**src/rtl/shreg_engine.sv**
```systemverilog
// ---------------------------------------------------------------------------
// shreg_engine: WIDTH-bit universal shift register with an auto-run engine.
//
// Per-cycle modes (MODE): 000 HOLD, 001 SHL, 010 SHR, 011 LOAD, 100 ROTL,
// 101 ROTR, 110/111 HOLD. A START pulse in IDLE with a shift/rotate MODE and
// NUM != 0 latches the operation and runs it NUM times, then pulses DONE.
//
// Ports:
//   CP     in   clock, rising edge
//   RST    in   asynchronous reset, active low
//   CLR    in   synchronous clear (aborts a run, no DONE)
//   MODE   in   [2:0] operation select
//   D      in   [WIDTH-1:0] parallel load data
//   SIL    in   serial in for SHL (enters bit 0)
//   SIR    in   serial in for SHR (enters bit WIDTH-1)
//   START  in   auto-run request pulse
//   NUM    in   [CNT_W-1:0] auto-run operation count
//   Q      out  [WIDTH-1:0] register contents
//   SO_L   out  Q[WIDTH-1]
//   SO_R   out  Q[0]
//   BUSY   out  auto-run in progress
//   DONE   out  one-cycle completion pulse
//   PAR    out  XOR-reduction of Q when SHREG_PARITY_EN is defined, else 0
//
// Optional feature macro: SHREG_PARITY_EN
// ---------------------------------------------------------------------------
module shreg_engine #(
    parameter int unsigned WIDTH = 8,
    parameter int unsigned CNT_W = 4
) (
    input  logic             CP,
    input  logic             RST,
    input  logic             CLR,
    input  logic [2:0]       MODE,
    input  logic [WIDTH-1:0] D,
    input  logic             SIL,
    input  logic             SIR,
    input  logic             START,
    input  logic [CNT_W-1:0] NUM,
    output logic [WIDTH-1:0] Q,
    output logic             SO_L,
    output logic             SO_R,
    output logic             BUSY,
    output logic             DONE,
    output logic             PAR
);

    localparam logic [2:0] ModeHold = 3'b000;
    localparam logic [2:0] ModeShl  = 3'b001;
    localparam logic [2:0] ModeShr  = 3'b010;
    localparam logic [2:0] ModeLoad = 3'b011;
    localparam logic [2:0] ModeRotl = 3'b100;
    localparam logic [2:0] ModeRotr = 3'b101;

    typedef enum logic {StIdle, StRun} state_e;

    state_e           state_q, state_d;
    logic [WIDTH-1:0] q_q, q_d;
    logic [CNT_W-1:0] cnt_q, cnt_d;
    logic [2:0]       op_q, op_d;
    logic             done_q, done_d;

    function automatic logic [WIDTH-1:0] apply_op(input logic [2:0]       op,
                                                  input logic [WIDTH-1:0] q,
                                                  input logic [WIDTH-1:0] d,
                                                  input logic             sil,
                                                  input logic             sir);
        logic [WIDTH-1:0] r;
        case (op)
            ModeShl:  r = {q[WIDTH-2:0], sil};
            ModeShr:  r = {sir, q[WIDTH-1:1]};
            ModeLoad: r = d;
            ModeRotl: r = {q[WIDTH-2:0], q[WIDTH-1]};
            ModeRotr: r = {q[0], q[WIDTH-1:1]};
            default:  r = q;
        endcase
        return r;
    endfunction

    // Only shifts and rotates can be repeated by the engine.
    function automatic logic is_auto_op(input logic [2:0] op);
        return (op == ModeShl) || (op == ModeShr) || (op == ModeRotl) || (op == ModeRotr);
    endfunction

    always_comb begin
        state_d = state_q;
        q_d     = q_q;
        cnt_d   = cnt_q;
        op_d    = op_q;
        done_d  = 1'b0;

        if (CLR) begin
            q_d     = '0;
            state_d = StIdle;
            cnt_d   = '0;
        end else if (state_q == StRun) begin
            q_d   = apply_op(op_q, q_q, D, SIL, SIR);
            cnt_d = cnt_q - CNT_W'(1);
            if (cnt_q == CNT_W'(1)) begin
                state_d = StIdle;
                done_d  = 1'b1;
            end
        end else if (START && (NUM != '0) && is_auto_op(MODE)) begin
            // Accepting edge: Q is left untouched, first shift happens next edge.
            op_d    = MODE;
            cnt_d   = NUM;
            state_d = StRun;
        end else begin
            q_d = apply_op(MODE, q_q, D, SIL, SIR);
        end
    end

    always_ff @(posedge CP or negedge RST) begin
        if (!RST) begin
            state_q <= StIdle;
            q_q     <= '0;
            cnt_q   <= '0;
            op_q    <= ModeHold;
            done_q  <= 1'b0;
        end else begin
            state_q <= state_d;
            q_q     <= q_d;
            cnt_q   <= cnt_d;
            op_q    <= op_d;
            done_q  <= done_d;
        end
    end

`ifdef SHREG_PARITY_EN
    logic par_q, par_d;

    // Taken from next-Q so parity always matches the Q it accompanies.
    always_comb begin
        par_d = ^q_d;
    end

    always_ff @(posedge CP or negedge RST) begin
        if (!RST) begin
            par_q <= 1'b0;
        end else begin
            par_q <= par_d;
        end
    end

    assign PAR = par_q;
`else
    assign PAR = 1'b0;
`endif

    assign Q    = q_q;
    assign SO_L = q_q[WIDTH-1];
    assign SO_R = q_q[0];
    assign BUSY = (state_q == StRun);
    assign DONE = done_q;

endmodule

```
**config.mk**
```make
export PLATFORM = sky130hd
export DESIGN_NAME = shreg_engine
export DESIGN_NICKNAME = d
export VERILOG_FILES = /design/src/rtl/shreg_engine.sv
export SDC_FILE = /design/constraint.sdc
export NUM_CORES = 1
export LEC_CHECK = 0
export CAP_MARGIN = 5
export CORE_UTILIZATION = 50
export CTS_CLUSTER_SIZE = 28
export DETAILED_ROUTE_END_ITERATION = 8
export GPL_TIMING_DRIVEN = 0
export PLACE_DENSITY = 0.79
export SYNTH_ARGS = -nofsm -noshare
export SYNTH_HDL_FRONTEND = slang
export SYNTH_SLANG_ARGS = --single-unit
```
**constraint.sdc**
```tcl
create_clock -name CP -period 3.4 [get_ports CP]
set_clock_uncertainty 0.1 [all_clocks]
set_input_delay 0.34 -clock CP [delete_from_list [all_inputs] [get_ports CP]]
set_output_delay 0.34 -clock CP [all_outputs]
set_load 0.02 [all_outputs]
```
==> metrics <==
status finished clean; FMAX 393 MHz; ys async rst share 1.00; post-CTS setup buffer count 0; vias in the first global route 1534; row count 20; hold path depth 2; critical path type in2reg; layout cell share with drive strength beyond 1 0.160; crit share post-route 0.749; Cell Area, Synth 1580 µm²; clock latency on the worst-skew pair 0.29 ns; worst setup margin 0.853 ns; GRT Overall Usage 0.275; global-route wire length before repair 7.00 mm; IR drop worst, VDD 0.000286 V; Gate Count Post-Synth 178; yosys warns 0; Initial DRC Count 70; hold crit path type in2reg; pin slew with the least headroom to its limit 0.763 ns; Hold Path Sink op_q[1]$_DFFE_PN0P_; Synth Area in Compound Gates 0.323; RePlAce Congestion 0.851; worst reg-to-reg setup slack 1.37 ns; R2R Path Start BUSY$_DFF_PN0_; Starting Density 0.523; vias per cell 6.04; Worst Reg-to-Reg Cells 5; vias after detailed routing 1551; Hold Vio Cnt, Final 0; Worst R2R End op_q[2]$_DFFE_PN0P_; TNS Setup 0 ns; Final #Nets 238; final setup violation count 0; unrepaired setup endpoints after global routing no; Routed Antenna Nets 0; Max-cap violations 0; Post-synth EDFFs 0; largest family of logic cells by synthesized area compound AO/OA/AOI/OAI gates; fillcell total 289; Die X 58.3 µm; GR Overflow Total 0; most frequent cells in the layout 31 x clkdlybuf4s50_1, 18 x nor2_1, 17 x dfrtp_1; CTS HTree Levels 1; die area 3400 µm²; DP Wirelength 3.31 mm; top cell type's share of synthesized area 0.269; Inserted Diodes 0; I/O pin total 34; worst min-delay path startpoint MODE[1]; antenna violations before repair 0; pin count of the biggest net entering global routing 18; top cells by area, synth dfrtp_1 27%, mux2_2 7.1%, mux2i_1 5.7%; drt total wl 4.31 mm; CTS resizes 0; DR DRC count 0; Final min period 2.55 ns; area delta synth->final 24.7%; Slew Viols, Final 0; Reg clk slew, reported paths 0.09 ns; simple-gate portion of the synthesized area 0.167; Synth area leader dfrtp_1; CTS buffer count 3; hold_buf cts 0; Seq/Total Area, Yosys 0.269; cell area power density 480 nW/µm²; dominant synthesized flop cell dfrtp_1; 1st-pass router iterations 4; Root Driver clkbuf_4; leak pwr 0.000760 µW; mux contribution to synthesized area 0.128; Worst setup EP type flip-flop; slew margin rel. 0.490; commonest non-fill, non-tap cell in the layout clkdlybuf4s50_1; core area 3030 µm²; Startpoint Class input port; xor/xnor share of the synthesized area 0.0111; Synth Net Count 202; IO buf count 31; WL per Instance 16.8 µm; Clock Sinks 17; CTS tree done; pre-CTS WS 0.594 ns; Worst EP required 3.53 ns; syn avg cell area 8.90 µm²; register bit total from synthesis 17; clk buf depth 2; synth unique cells 46; CP arrival 2.68 ns; adder-cell share of the synthesized area 0.0237; Die H 58.3 µm; crit-path max FO 10
[cell usage after synthesis (4+ instances only)]
cell      instances
o22ai_1           5
mux2_2           10
nand2b_1          6
a22oi_1          10
mux2i_1           9
a31oi_1           7
o221ai_1          4
inv_1             7
clkbuf_1          7
dfrtp_1          17
nor2_1           18
buf_2             6
a211oi_1          5
a21oi_1           7
o21ai_0           7
nor2b_1           5
nand2_1           5
[stage by stage]
step / area, µm² / utilization / instances / hold WS (ns) / power (µW)
floorplan: 1580 / - / 178 / -0.0556 / 656
global placement: 1950 / 0.644 / 253 / 0.464 / 823
detailed placement: 1950 / 0.644 / 253 / 0.471 / 837
CTS: 1980 / 0.652 / 257 / 0.329 / 945
global route: 1980 / 0.652 / 257 / 0.356 / 1010
finish: 1980 / 0.652 / 257 / 0.332 / 948
[metal layers]
| layer | GRT usage | wire length (µm) | vias up |
|---|---|---|---|
| met2 | 0.488 | 2220 | 61 |
| li1 | - | - | 735 |
| met1 | 0.336 | 1780 | 743 |
| met5 | 0 | 0 | - |
| met3 | 0.0335 | 212 | 12 |
| met4 | 0.109 | 106 | 0 |
[worst max-delay path, cell delays in order]
cell	delay, ns
clkdlybuf4s50_1	0.67
ha_1	0.35
nor3b_1	0.61
nand3_1	0.17
o311a_1	0.17
o221ai_1	0.21
o21a_1	0.16
[final cells by class]
type	count	area, µm²	share of cell area
inverter	7	26.3	0.0133
tap	44	55.1	0.0279
buffer	18	93.8	0.0475
sequential	17	425	0.215
clock buffer	4	26.3	0.0133
multi-input combinational	136	1040	0.526
timing repair buffer	31	310	0.157
[where the power goes]
| group | switching, µW | internal (µW) | leakage [µW] |
|---|---|---|---|
| clock network | 63.6 | 45.6 | 0.0000150 |
| registers | 53.0 | 242 | 0.000217 |
| logic | 292 | 252 | 0.000528 |
| total | 409 | 539 | 0.000760 |
[registers in the layout, indices dropped and copies added, names as in the netlist]
register  cells
Q             8
cnt_q         4
op_q          3
BUSY          1
DONE          1
[worst max-delay path by stage]
stage,start,end,cells after the start
2_1_floorplan,MODE[1],Q[4]$_DFFE_PN0P_,8
3_3_place_gp,MODE[2],Q[6]$_DFFE_PN0P_,7
6_report,MODE[2],Q[6]$_DFFE_PN0P_,7
4_1_cts,MODE[2],Q[6]$_DFFE_PN0P_,7
5_1_grt,MODE[2],Q[4]$_DFFE_PN0P_,7
3_5_place_dp,MODE[2],Q[6]$_DFFE_PN0P_,7
[cells by family (layout without fill, tap and decap cells)]
group           after synthesis  after routing
buf+inv                      25             60
flops                        17             17
fa+ha+maj                     3              3
other cells                   1              1
compound gates               65             65
simple gates                 46             46
mux                          19             19
xor+xnor                      2              2
(Power assumes the default switching activity.)
